File: src/rtl/cpu_run_ctrl_pkg.sv
// Shared types and constants for the run controller.
// State/verdict encodings match the published status field.
package cpu_run_ctrl_pkg;

    typedef enum logic [1:0] {
        RESET_HOLD = 2'd0,
        RUN        = 2'd1,
        DONE       = 2'd2
    } run_state_e;

    typedef enum logic [1:0] {
        RUNNING = 2'd0,
        PASS    = 2'd1,
        FAIL    = 2'd2,
        TIMEOUT = 2'd3
    } run_status_e;

    // jal x0,0 : the conventional "halt here forever" idiom
    localparam logic [31:0] JAL_SELF = 32'h0000_006F;

endpackage

File: src/rtl/cpu_loop_det.sv
// Self-loop halt detector: pulses halt on the cycle the LOOP_CYCLES-th consecutive jal-self is seen.
// Latency: combinational halt from registered history; no backpressure, observes only while run=1.
module cpu_loop_det
    import cpu_run_ctrl_pkg::*;
#(
    parameter int XLEN        = 32,
    parameter int LOOP_CYCLES = 4
) (
    input  logic            clk,
    input  logic            rst_n,
    input  logic            run,
    input  logic [XLEN-1:0] pc,
    input  logic [31:0]     instr,
    output logic            halt
);

    localparam int CW = (LOOP_CYCLES > 2) ? $clog2(LOOP_CYCLES) : 1;

    logic [CW-1:0]   cnt_q, cnt_d;
    logic [XLEN-1:0] prev_pc_q, prev_pc_d;
    logic            prev_vld_q, prev_vld_d;
    logic            same;

    always_comb begin
        same       = run && prev_vld_q && (instr == JAL_SELF) && (pc == prev_pc_q);
        cnt_d      = same ? cnt_q + 1'b1 : '0;
        prev_pc_d  = pc;
        prev_vld_d = run;
        // Fires when the count is about to reach LOOP_CYCLES-1
        halt       = same && (cnt_q == CW'(LOOP_CYCLES - 2));
    end

    always_ff @(posedge clk or negedge rst_n) begin
        if (!rst_n) begin
            cnt_q      <= '0;
            prev_pc_q  <= '0;
            prev_vld_q <= 1'b0;
        end else begin
            cnt_q      <= cnt_d;
            prev_pc_q  <= prev_pc_d;
            prev_vld_q <= prev_vld_d;
        end
    end

endmodule

File: src/rtl/cpu_run_ctrl.sv
// Run controller: sequences core reset, counts run cycles, latches PASS/FAIL/TIMEOUT verdict.
// Optional self-loop halt detection under CPU_RUN_CTRL_LOOP_DET_EN; all outputs registered.
module cpu_run_ctrl
    import cpu_run_ctrl_pkg::*;
#(
    parameter int              XLEN           = 32,
    parameter int              RST_CYCLES     = 2,
    parameter int              TIMEOUT_CYCLES = 1000,
    parameter int              CNT_W          = 32,
    parameter logic [XLEN-1:0] TOHOST_ADDR    = 'h0000_0FFC,
    parameter int              LOOP_CYCLES    = 4
) (
    input  logic             clk,
    input  logic             rst_n,
    input  logic             restart,
    input  logic [XLEN-1:0]  pc,
    input  logic [31:0]      instr,
    input  logic [XLEN-1:0]  aluresult,
    input  logic [XLEN-1:0]  writedata,
    input  logic             memwrite,
    output logic             cpu_rst_n,
    output logic             done,
    output logic [1:0]       status,
    output logic [XLEN-2:0]  fail_code,
    output logic [CNT_W-1:0] cycle_cnt
);

    localparam int HOLD_W = (RST_CYCLES > 1) ? $clog2(RST_CYCLES) : 1;

    run_state_e  state_q, state_d;
    run_status_e status_q, status_d;
    logic [HOLD_W-1:0] hold_q, hold_d;
    logic [CNT_W-1:0]  cycle_cnt_q, cycle_cnt_d;
    logic [XLEN-2:0]   fail_code_q, fail_code_d;
    logic              done_q, done_d;
    logic              cpu_rst_n_q, cpu_rst_n_d;
    logic              tohost;
    logic              loop_halt;

`ifdef CPU_RUN_CTRL_LOOP_DET_EN
    cpu_loop_det #(
        .XLEN        (XLEN),
        .LOOP_CYCLES (LOOP_CYCLES)
    ) u_loop_det (
        .clk   (clk),
        .rst_n (rst_n),
        .run   (state_q == RUN),
        .pc    (pc),
        .instr (instr),
        .halt  (loop_halt)
    );
`else
    logic unused_loop_inputs;
    assign unused_loop_inputs = ^{pc, instr};
    assign loop_halt          = 1'b0;
`endif

    assign tohost = memwrite && (aluresult == TOHOST_ADDR);

    always_comb begin
        state_d     = state_q;
        status_d    = status_q;
        hold_d      = hold_q;
        cycle_cnt_d = cycle_cnt_q;
        fail_code_d = fail_code_q;
        done_d      = done_q;
        cpu_rst_n_d = cpu_rst_n_q;

        case (state_q)
            RESET_HOLD: begin
                cpu_rst_n_d = 1'b0;
                if (hold_q == HOLD_W'(RST_CYCLES - 1)) begin
                    state_d     = RUN;
                    hold_d      = '0;
                    cpu_rst_n_d = 1'b1;
                end else begin
                    hold_d = hold_q + 1'b1;
                end
            end
            RUN: begin
                if (cycle_cnt_q != '1) cycle_cnt_d = cycle_cnt_q + 1'b1;
                if (tohost) begin
                    state_d = DONE;
                    done_d  = 1'b1;
                    if (writedata == XLEN'(1)) begin
                        status_d = PASS;
                    end else begin
                        status_d    = FAIL;
                        fail_code_d = writedata[XLEN-1:1];
                    end
                end else if (loop_halt) begin
                    state_d  = DONE;
                    done_d   = 1'b1;
                    status_d = PASS;
                end else if (cycle_cnt_q == CNT_W'(TIMEOUT_CYCLES - 1)) begin
                    state_d  = DONE;
                    done_d   = 1'b1;
                    status_d = TIMEOUT;
                end
            end
            default: ;
        endcase

        // Restart wins over any event sampled in the same cycle
        if (restart) begin
            state_d     = RESET_HOLD;
            status_d    = RUNNING;
            hold_d      = '0;
            cycle_cnt_d = '0;
            fail_code_d = '0;
            done_d      = 1'b0;
            cpu_rst_n_d = 1'b0;
        end
    end

    always_ff @(posedge clk or negedge rst_n) begin
        if (!rst_n) begin
            state_q     <= RESET_HOLD;
            status_q    <= RUNNING;
            hold_q      <= '0;
            cycle_cnt_q <= '0;
            fail_code_q <= '0;
            done_q      <= 1'b0;
            cpu_rst_n_q <= 1'b0;
        end else begin
            state_q     <= state_d;
            status_q    <= status_d;
            hold_q      <= hold_d;
            cycle_cnt_q <= cycle_cnt_d;
            fail_code_q <= fail_code_d;
            done_q      <= done_d;
            cpu_rst_n_q <= cpu_rst_n_d;
        end
    end

    assign cpu_rst_n = cpu_rst_n_q;
    assign done      = done_q;
    assign status    = status_q;
    assign fail_code = fail_code_q;
    assign cycle_cnt = cycle_cnt_q;

endmodule

File: config.mk
export PLATFORM = sky130hd
export DESIGN_NAME = cpu_run_ctrl
export DESIGN_NICKNAME = d
export VERILOG_FILES = /design/src/rtl/cpu_run_ctrl_pkg.sv /design/src/rtl/cpu_loop_det.sv /design/src/rtl/cpu_run_ctrl.sv
export SDC_FILE = /design/constraint.sdc
export NUM_CORES = 1
export LEC_CHECK = 0
export ABC_AREA = 1
export CAP_MARGIN = 10
export CORE_MARGIN = 2
export CORE_UTILIZATION = 25
export DETAILED_ROUTE_END_ITERATION = 12
export GPL_ROUTABILITY_DRIVEN = 0
export PLACE_DENSITY = 0.65
export RECOVER_POWER = 50
export SLEW_MARGIN = 20
export SYNTH_ARGS = -nofsm -noshare
export SYNTH_HDL_FRONTEND = slang
export SYNTH_SLANG_ARGS = --single-unit
File: constraint.sdc
create_clock -name clk -period 2.4 [get_ports clk]
set_clock_uncertainty 0.2 [all_clocks]
set_input_delay 0.48 -clock clk [delete_from_list [all_inputs] [get_ports clk]]
set_output_delay 0.48 -clock clk [all_outputs]
set_load 0.02 [all_outputs]
After elaboration in Yosys (flattened, before gate mapping)
Cells that the tools add are included.
{"block": "op_classes", "n_addsub": 2, "eq_ne": 8, "n_mux": 27, "reduce_logical": 12}
{"operator": "31-bit 2-to-1 mux", "count": 4}
{"operator": "32-bit 2-to-1 mux", "count": 3}
{"operator": "32-bit by 1-bit adder with 32-bit output, second input constant", "count": 1}
{"operator": "32-bit by 1-bit == test with 1-bit output, second input constant", "count": 1}
{"operator": "32-bit by 10-bit == test with 1-bit output, second input constant", "count": 1}
{"operator": "32-bit by 12-bit == test with 1-bit output, second input constant", "count": 1}
{"operator": "32-bit inequality test, second input constant", "count": 1}
{"operator": "2-bit 2-to-1 mux", "count": 9}
{"operator": "1-bit 2-to-1 mux", "count": 10}
{"operator": "2-bit nonzero test", "count": 4}
{"operator": "3-bit AND reduction", "count": 2}
{"operator": "3-bit nonzero test", "count": 2}
{"operator": "4-bit inequality test, second input constant", "count": 1}
{"operator": "2-bit one-hot mux with 2 select lines", "count": 1}
{"operator": "2-bit AND reduction", "count": 2}
{"operator": "3-bit inequality test, second input constant", "count": 1}
{"operator": "2-bit by 1-bit == test with 1-bit output, second input constant", "count": 1}
{"operator": "2-bit logical NOT", "count": 1}
{"operator": "2-bit inequality test, second input constant", "count": 1}
{"operator": "1-bit adder, second input constant", "count": 1}
{"operator": "1-bit logical AND", "count": 1}
{"block": "word_totals", "ff_bits": 70, "in_bits": 132}

Longest topological paths before layout
Gate-level depths: netlist of run 1.
{"block": "logic_depth", "ltp_word": 5, "mapped_depth": 12, "ltp_nobuf": 12}

Worst setup path after synthesis of run 1
OpenSTA, ideal clock, no wires.
{"block": "synth_path", "kind": "register -> register", "startpoint": "register cycle_cnt_q[0] (netlist: cycle_cnt[0])", "endpoint": "register cycle_cnt_q[4] (netlist: cycle_cnt[4])", "setup_ns": 0.122, "t_arrival_ns": 1.749, "t_required_ns": 2.078, "setup_slack_ns": 0.330, "path_stages_with_launch": 12, "n_path_buf": 1, "cell_sequence": "dfrtp_1 ha_1 nand2_2 nor2_4 nand3_2 nor2_2 nand2_2 nand2_4 inv_1 buf_2 nand2_1 o21ai_1"}
{"block": "synth_between", "elab_chain_cells": 4, "word_cells_on_any_way": 7, "cone_classes": "1 x add/sub; 1 x eq/ne; 3 x mux; 2 x reduce/logical"}
{"element": "from (decl)", "line_no": "cpu_run_ctrl.sv:33", "text": "logic [CNT_W-1:0] cycle_cnt_q, cycle_cnt_d;"}
{"element": "from (signal assigned)", "line_no": "cpu_run_ctrl.sv:129", "text": "cycle_cnt_q <= cycle_cnt_d;"}
{"element": "32-bit by 1-bit adder with 32-bit output", "line_no": "cpu_run_ctrl.sv:81", "text": "if (cycle_cnt_q != '1) cycle_cnt_d = cycle_cnt_q + 1'b1;"}
{"element": "32-bit 2-to-1 mux", "line_no": "cpu_run_ctrl.sv:81"}
{"element": "32-bit 2-to-1 mux", "line_no": "cpu_run_ctrl.sv:69", "text": "case (state_q)"}
{"element": "32-bit 2-to-1 mux", "line_no": "cpu_run_ctrl.sv:105", "text": "if (restart) begin"}
Several ways; a longest one is shown, not always the timed one. The select of a mux whose other input is x is not followed.
A chain may end at the register's enable or synchronous reset.

Worst setup path in the final report of run 1
{"block": "layout_path", "startpoint": "register cycle_cnt_q[22] (netlist: cycle_cnt[22])", "endpoint": "output port cycle_cnt[22]"}
{"element": "to (decl)", "line_no": "cpu_run_ctrl.sv:25", "text": "output logic [CNT_W-1:0] cycle_cnt"}
No word-level cell between the ends.

==> impl_metrics.json, run 1 <==
{
  "yosysTopAreaCellShare": 0.410,
  "synth_nets": 774,
  "coreArea_um2": 16600,
  "die-area_um2": 18200,
  "num_vias": 4527,
  "async_reset_ff_frac": 1.00,
  "p_leak_nw": 2.81,
  "maxSlewViolCount": 0,
  "first_pass_iters": 4,
  "yosysSeqAreaShare": 0.410,
  "cap_violations": 0,
  "ant_nets": 0,
  "power_density_nw_per_um2": 499,
  "synth.area.top_cells": "dfrtp_1 41%, nand2_1 21%, nor2_1 10%",
  "cp-start-kind": "register",
  "clockRootBuffer": "clkbuf_16",
  "critPathKind": "register to primary output",
  "clock.fmax_mhz": 452,
  "initial_core_util": 0.257,
  "synthCells": 641,
  "crit_required_ns": 1.72,
  "critPathBufInv": 1,
  "path_cells": "clkdlybuf4s50_1",
  "ys_ff_latch": 70,
  "holdWs_ns": 0.263,
  "drtIter0Drc": 259,
  "synthesis.area_um2": 4270,
  "synth.avg_cell_area_um2": 6.67,
  "antennaDiodeCount": 0,
  "reg2reg_setup_slack_ns": 0.26,
  "yosysWarnings": 0,
  "io_buffers": 134,
  "fill_cells": 1725,
  "multi_input_area_um2": 2230,
  "insertion_delay_ns": 0.34,
  "status": "finished, final reports clean",
  "period_minus_slack_ns": 2.21,
  "drc_errors": 0,
  "slowest_stage": "clkdlybuf4s50_1",
  "vias_per_cell": 4.50,
  "critPathCaptureType": "primary output",
  "vdd_drop_max_mv": 0.331,
  "rows": 47,
  "final_nets": 913,
  "grt_max_degree": 56,
  "synth_edf_count": 0,
  "seqCellArea_um2": 1750,
  "wire_per_inst_um": 13.5,
  "grt_pass1_wl_um": 22500,
  "setup_violations": 0,
  "rsz0062_at_grt": "false",
  "overflow": 0,
  "relSlewSlack": 0.378,
  "cpLargestDelayFamily": "buffers and inverters",
  "hold_class": "register to register",
  "layout-drive-gt1-share": 0.0662,
  "cts_max_path_buffers": 2,
  "tightest_slew_ns": 0.934,
  "clock_sinks": 70,
  "ys_types": 32,
  "final.setup.tns_ns": 0,
  "hpwl_um": 10400,
  "grt_use_total": 0.155,
  "wl_um": 13600,
  "syn_to_final_growth_pct": 46.8,
  "path_max_fanout": 8,
  "max_stage_delay_ns": 0.67,
  "crit_arrival_ns": 1.53,
  "netlist.top_cell.by_area": "dfrtp_1",
  "grt_antenna_before_repair": 0,
  "die_y_um": 135,
  "htreeDepth": 3,
  "clk_pin_slew_ns": 0.06,
  "min_period_over_period": 0.921,
  "dieWidth_um": 135,
  "grt_pass1_vias": 4365,
  "synth_flop_cell": "dfrtp_1",
  "io_pins": 199,
  "cts_tree": "yes",
  "timing.final.hold_violations": 0,
  "numCtsBuffers": 9
}
-- sequential cells by signal, summed over array words and instances (netlist names) --
signal,count
cycle_cnt,32
fail_code,31
state_q,2
status,2
cpu_rst_n,1
done,1
hold_q,1
-- repair_timing --
action	4_1_cts	5_1_grt
hold buffers	1	0
hold endpoints to repair	15	0
resized for setup	0	1
setup endpoints to repair	0	1
buffers inserted	0	0
-- final cells by class --
cell class	count	area share
clock buffers	11	0.0387
clock inverters	5	0.00938
inverters	48	0.0287
multi-input cells	501	0.355
flip-flops and latches	70	0.279
well taps	220	0.0439
repair buffers	150	0.245
-- logic make-up (layout without fill, tap and decap cells) --
logic type               after synthesis  after routing  share of synthesized area
AND/OR/NAND/NOR                      460            460                      0.456
flip-flops                            70             70                      0.410
buffers and inverters                 70            214                     0.0706
AO/OA/AOI/OAI                         29             29                     0.0381
XOR/XNOR                              11             11                     0.0225
adder cells (fa/ha/maj)                1              1                    0.00293
-- placed cells by master (no fill, tap or decap), types with 6 or more instances in the layout --
cell,instances
clkdlybuf4s50_1,104
dlygate4sd3_1,30
nand2_1,236
xor2_1,7
dfrtp_1,70
buf_12,6
inv_1,46
clkbuf_16,9
buf_4,8
nor2_1,115
nor2_2,7
o21ai_0,19
nand3_1,45
nand4_1,42
-- per-layer routing --
layer | wire length [um] | vias up | global-route usage
met3 | 670 | 26 | 0.0282
met4 | 414 | 0 | 0.0684
met2 | 6360 | 109 | 0.250
met5 | 0 | - | 0
li1 | - | 2332 | -
met1 | 6110 | 2060 | 0.202
-- synthesized netlist by cell type, types with 2 or more instances --
cell type and n:
buf_2 6, buf_8 2, clkbuf_1 11, dfrtp_1 70, inv_1 46, inv_2 2, nand2_1 236, nand2_2 2
nand3_1 45, nand4_1 42, nor2_1 117, nor2_2 5, nor3_1 4, o21ai_0 19, o21ai_1 4, o21ai_2 2
or2_2 4, xnor2_1 4, xor2_1 7
-- through the flow --
stage	total power, mW	cell area (um2)	utilization	std cells	worst slack [ns]
after floorplan	1.50	4270	-	641	0.330
after global placement	1.80	5970	0.359	988	0.0376
after detailed placement	1.81	5970	0.359	988	-0.00177
after CTS	3.18	6280	0.377	1005	0.167
after global routing	3.28	6270	0.377	1005	0.0207
final	3.13	6270	0.377	1005	0.189
-- final timing paths --
| check | start | endpoint | cells past startpoint |
|---|---|---|---|
| max | cycle_cnt[22]$_DFFE_PN0P_ | cycle_cnt[22] | 1 |
| min | fail_code[12]$_DFFE_PN0P_ | fail_code[12]$_DFFE_PN0P_ | 2 |
| min in group asynchronous | rst_n | fail_code[6]$_DFFE_PN0P_ | 2 |
| max reg2reg | cycle_cnt[1]$_DFFE_PN0P_ | cycle_cnt[3]$_DFFE_PN0P_ | 10 |
| min reg2reg | fail_code[12]$_DFFE_PN0P_ | fail_code[12]$_DFFE_PN0P_ | 2 |
| max in group asynchronous | rst_n | cycle_cnt[24]$_DFFE_PN0P_ | 3 |
-- power by group --
group          switching (mW)  internal [mW]
Combinational           0.291          0.242
Clock                   0.516          0.833
Sequential             0.0291           1.22
Total                   0.837           2.29
(Power assumes the default switching activity.)
==> inputs of run 2 (changes only) <==
- SETUP_SLACK_MARGIN: unset -> 0.2
==> run 2 against run 1 <==
Via count up 0.38%. Routed wire length about the same. Die area stayed put. Global-route usage unchanged. Count of clock-buffer cells in the layout unchanged. Non-clock buffer count unchanged. First-iteration DRC count up 21%. Critical path type unchanged. Critical endpoint is now cycle_cnt[12]. Highest routed layer unchanged.
==> impl_metrics.json, run 2 (same netlist as run 1, synthesis figures left out) <==
{
  "status": "finished, final reports clean",
  "layout-drive-gt1-share": 0.0700,
  "post-cts-setup-buffers": 0,
  "largest_reg_flops": 32,
  "vias_per_cell": 4.52,
  "grt_pass1_wl_um": 22500,
  "wl_um": 13600,
  "cts_tree": "yes",
  "die_y_um": 135,
  "cpLargestDelayFamily": "buffers and inverters",
  "setup_violations": 0,
  "die-area_um2": 18200,
  "final_nets": 914,
  "hpwl_um": 10400,
  "numCtsBuffers": 9,
  "finalNonFillerCells": 1006,
  "maxSlewViolCount": 0,
  "rows": 47,
  "first_pass_iters": 4,
  "grt_antenna_before_repair": 0,
  "drc_errors": 0,
  "cts_max_path_buffers": 2,
  "syn_to_final_growth_pct": 46.0,
  "timing.final.hold_violations": 0,
  "clk_pin_slew_ns": 0.06,
  "grt_max_degree": 56,
  "cap_violations": 0,
  "antennaDiodeCount": 0,
  "overflow": 0,
  "slowest_stage": "clkdlybuf4s50_1",
  "io_buffers": 134,
  "path_max_fanout": 6,
  "tightest_slew_ns": 0.983,
  "period_minus_slack_ns": 2.15,
  "drtIter0Drc": 313,
  "io_pins": 199,
  "cp.depth": 1,
  "hold_depth": 2,
  "htreeDepth": 3,
  "max_stage_delay_ns": 0.67,
  "clock_sinks": 70,
  "crit_required_ns": 1.72,
  "num_vias": 4544,
  "layout_commonest_cell": "nand2_1",
  "relSlewSlack": 0.345,
  "insertion_delay_ns": 0.34,
  "fill_cells": 1741,
  "p_leak_nw": 2.74,
  "grt_use_total": 0.155,
  "place_inst": 988,
  "clock.fmax_mhz": 465,
  "grt_pass1_vias": 4365,
  "min_period_over_period": 0.896,
  "initial_core_util": 0.257,
  "dp_worst_setup_slack_ns": -0.00177,
  "path_cells": "clkdlybuf4s50_1",
  "multi_input_area_um2": 2240,
  "holdWs_ns": 0.263,
  "mostFrequentLayoutCells": "237 x nand2_1, 116 x nor2_1, 106 x clkdlybuf4s50_1",
  "clockRootBuffer": "clkbuf_16",
  "power_density_nw_per_um2": 503,
  "rsz0062_at_grt": "true",
  "hold_class": "register to register",
  "cp-start-kind": "register",
  "critPathCaptureType": "primary output",
  "critPathKind": "register to primary output",
  "reg2reg_depth": 10,
  "wire_per_inst_um": 13.5,
  "coreArea_um2": 16600,
  "ant_nets": 0,
  "seqCellArea_um2": 1760,
  "crit_arrival_ns": 1.47,
  "worst_slack_ns": 0.250,
  "critPathBufInv": 1,
  "vdd_drop_max_mv": 0.336,
  "dieWidth_um": 135
}
[run 2: cell count changes in the layout (fill, tap and decap cells not counted), moves of 2 or more]
cell             before  now
dlygate4sd3_1        30   16
clkbuf_1              2   13
dfrtp_1              70   67
dfrtp_2               0    3
clkdlybuf4s50_1     104  106
clkinvlp_4            2    4
[run 2: per-layer routing]
metal,GRT usage,share of wire
met1,0.202,0.45
met2,0.250,0.47
met3,0.0282,0.052
met4,0.0684,0.031
met5,0,0
[run 2: layout make-up]
class	count	area share
sequential	70	0.281
tap	220	0.0441
clock buffer	11	0.0389
inverter	48	0.0295
timing repair buffer	150	0.236
timing repair inverter	1	0.00120
multi-input combinational	501	0.359
clock inverter	5	0.00942
[run 2: repair_timing]
item / in CTS / in global routing
endpoints found under the hold margin: 15 / 0
hold buffers: 1 / 0
setup endpoints to repair: 3 / 44
cloned: 0 / 1
gates resized for setup: 3 / 17
[run 2: per-stage QoR]
step	total power, mW	setup TNS, ns	instance area, um2	utilization
after floorplan	1.50	0	4270	-
after global placement	1.80	0	5970	0.359
after detailed placement	1.81	-0.00177	5970	0.359
after CTS	3.18	0	6280	0.377
after global routing	3.29	0	6240	0.375
final	3.14	0	6240	0.375
[run 2: report_power, final]
group | switching (mW) | total, mW | internal [mW] | leakage [nW]
sequential | 0.0358 | 1.25 | 1.22 | 0.963
clock | 0.517 | 1.35 | 0.833 | 0.142
combinational | 0.293 | 0.533 | 0.240 | 1.63
total | 0.846 | 3.14 | 2.29 | 2.74
[run 2: final timing paths]
path | startpoint | end | slack [ns]
min | fail_code[3]$_DFFE_PN0P_ | fail_code[3]$_DFFE_PN0P_ | 0.26
max in group asynchronous | rst_n | cycle_cnt[22]$_DFFE_PN0P_ | 0.52
min reg2reg | fail_code[3]$_DFFE_PN0P_ | fail_code[3]$_DFFE_PN0P_ | 0.26
max | cycle_cnt[12]$_DFFE_PN0P_ | cycle_cnt[12] | 0.25
max reg2reg | cycle_cnt[1]$_DFFE_PN0P_ | cycle_cnt[3]$_DFFE_PN0P_ | 0.33
min in group asynchronous | rst_n | fail_code[23]$_DFFE_PN0P_ | 0.63
==> inputs of run 3 (changes only) <==
- CORE_UTILIZATION: 25 -> 42
- PLACE_DENSITY: 0.65 -> 0.94
- SYNTH_HIERARCHICAL: unset -> 1
==> run 3 against run 2 <==
Non-clock buffer count fell by 1. Core utilization rose by 23 points. Clock power fell by 29%. Sequential cell count did not move. Routed wire length fell by 5.6%. Sequential power barely moved.
==> impl_metrics.json, run 3 <==
{
  "hpwl_um": 9520,
  "timing.final.hold_violations": 0,
  "final_nets": 913,
  "pwr-share-seq": 0.459,
  "syn_to_final_growth_pct": 39.5,
  "synthesis.area_um2": 4270,
  "dp_worst_setup_slack_ns": 0.0724,
  "maxSlewViolCount": 0,
  "synth_nets": 774,
  "first_pass_iters": 5,
  "clkPwrFrac": 0.353,
  "ant_nets": 0,
  "period_minus_slack_ns": 2.18,
  "yosysMostFrequentCell": "nand2_1",
  "rsz0062_at_grt": "false",
  "path_max_fanout": 7,
  "num_vias": 4711,
  "layout_commonest_cell": "nand2_1",
  "die-area_um2": 11000,
  "grt_antenna_before_repair": 0,
  "ys_top_cells_by_count": "236 x nand2_1, 117 x nor2_1, 70 x dfrtp_1",
  "yosysSeqAreaShare": 0.410,
  "setup_violations": 0,
  "internal_power_mw": 1.95,
  "fill_cells": 854,
  "synth.area.top_cells": "dfrtp_1 41%, nand2_1 21%, nor2_1 10%",
  "slowest_stage": "clkdlybuf4s50_1",
  "insertion_delay_ns": 0.34,
  "p_comb_frac": 0.188,
  "crit_required_ns": 1.72,
  "grt_max_degree": 71,
  "final.setup.tns_ns": 0,
  "clock_sinks": 70,
  "postPlaceCellArea_um2": 5820,
  "hold_class": "register to register",
  "max_stage_delay_ns": 0.67,
  "overflow": 0,
  "clockRootBuffer": "clkbuf_8",
  "cpLargestDelayFamily": "buffers and inverters",
  "vdd_drop_max_mv": 0.376,
  "layout-drive-gt1-share": 0.0727,
  "critPathCaptureType": "primary output",
  "vias_per_cell": 5.14,
  "async_reset_ff_frac": 1.00,
  "p_leak_nw": 2.62,
  "dieWidth_um": 105,
  "clk_pin_slew_ns": 0.08,
  "critPathKind": "register to primary output",
  "wl_um": 12800,
  "ys_ff_latch": 70,
  "swShare": 0.287,
  "cts_max_path_buffers": 2,
  "cp-start-kind": "register",
  "synth_flop_cell": "dfrtp_1",
  "netlist.top_cell.by_area": "dfrtp_1",
  "io_pins": 199,
  "wire_per_inst_um": 14.0,
  "grt_use_total": 0.233,
  "clock.fmax_mhz": 459,
  "design_area_um2": 5960,
  "crit_arrival_ns": 1.50,
  "io_buffers": 134,
  "htreeDepth": 3,
  "antennaDiodeCount": 0,
  "numCtsBuffers": 9,
  "tightest_slew_ns": 0.957,
  "cts_tree": "yes",
  "min_period_over_period": 0.907,
  "largest_reg_flops": 32,
  "coreArea_um2": 9820,
  "initial_core_util": 0.435,
  "synth.avg_cell_area_um2": 6.67,
  "path_cells": "clkdlybuf4s50_1",
  "yosysTopAreaCellShare": 0.410,
  "yosysWarnings": 6,
  "critPathBufInv": 1,
  "power_density_nw_per_um2": 458,
  "die_y_um": 105,
  "power.switching_mw": 0.783,
  "synth_edf_count": 0,
  "mostFrequentLayoutCells": "236 x nand2_1, 118 x clkdlybuf4s50_1, 115 x nor2_1",
  "synthCells": 641,
  "ys_types": 32,
  "rows": 36,
  "cap_violations": 0,
  "status": "finished, final reports clean",
  "worst_slack_ns": 0.222,
  "grt_pass1_wl_um": 20700,
  "relSlewSlack": 0.362,
  "grt_pass1_vias": 4212,
  "drtIter0Drc": 384,
  "drc_errors": 0
}
run 3: power by group through the flow:
| stage | combinational (mW) | clock [mW] | sequential [mW] |
|---|---|---|---|
| 2_1_floorplan | 0.191 | 0 | 1.31 |
| 3_3_place_gp | 0.511 | 0 | 1.27 |
| 3_5_place_dp | 0.518 | 0 | 1.27 |
| 4_1_cts | 0.524 | 0.974 | 1.25 |
| 5_1_grt | 0.562 | 1.02 | 1.26 |
| 6_report | 0.515 | 0.965 | 1.25 |
run 3: metal layers:
layer / global-route usage / wire, um / up-vias
met5: 0 / 0 / -
met4: 0.0771 / 231 / 0
met3: 0.0318 / 1100 / 23
met2: 0.359 / 5730 / 237
met1: 0.337 / 5740 / 2131
li1: - / - / 2320
run 3: cell type report:
class / instances / area, um2 / share of cell area
repair buffers: 149 / 1410 / 0.237
flip-flops and latches: 70 / 1760 / 0.294
clock inverters: 5 / 58.8 / 0.00986
clock buffers: 10 / 138 / 0.0231
well taps: 133 / 166 / 0.0279
repair inverters: 1 / 7.51 / 0.00126
multi-input cells: 501 / 2240 / 0.376
inverters: 48 / 184 / 0.0308
run 3: what timing repair did:
item,4_1_cts,5_1_grt
pin swaps,0,1
gates cloned,0,1
buffers inserted,0,1
endpoints found under the setup margin,3,44
endpoints found under the hold margin,70,0
hold buffers,1,0
gates resized for setup,3,19
run 3: path summary, 6_finish.rpt:
| path | from | endpoint | slack (ns) | cells past startpoint |
|---|---|---|---|---|
| setup / recovery | cycle_cnt[14]$_DFFE_PN0P_ | cycle_cnt[14] | 0.22 | 1 |
| hold / removal | fail_code[17]$_DFFE_PN0P_ | fail_code[17]$_DFFE_PN0P_ | 0.27 | 2 |
| setup reg to reg | cycle_cnt[1]$_DFFE_PN0P_ | cycle_cnt[3]$_DFFE_PN0P_ | 0.38 | 10 |
| hold reg to reg | fail_code[17]$_DFFE_PN0P_ | fail_code[17]$_DFFE_PN0P_ | 0.27 | 2 |
| max in group asynchronous | rst_n | cycle_cnt[22]$_DFFE_PN0P_ | 0.59 | 3 |
| min in group asynchronous | rst_n | fail_code[2]$_DFFE_PN0P_ | 0.71 | 3 |
run 3: metrics by stage:
stage | util | hold slack (ns) | power, mW | cells
floorplan | - | -0.0156 | 1.50 | 641
global placement | 0.593 | 0.254 | 1.78 | 899
detailed placement | 0.593 | 0.258 | 1.79 | 899
CTS | 0.614 | 0.277 | 2.75 | 915
global route | 0.607 | 0.295 | 2.85 | 917
finish | 0.607 | 0.274 | 2.73 | 917
run 3: logic make-up (layout without fill, tap and decap cells):
| group | after synthesis | count (layout) | share of synthesized area |
|---|---|---|---|
| AND/OR/NAND/NOR | 460 | 460 | 0.456 |
| AO/OA/AOI/OAI | 29 | 29 | 0.0381 |
| buffers and inverters | 70 | 213 | 0.0706 |
| flip-flops | 70 | 70 | 0.410 |
| adder cells (fa/ha/maj) | 1 | 1 | 0.00293 |
| XOR/XNOR | 11 | 11 | 0.0225 |
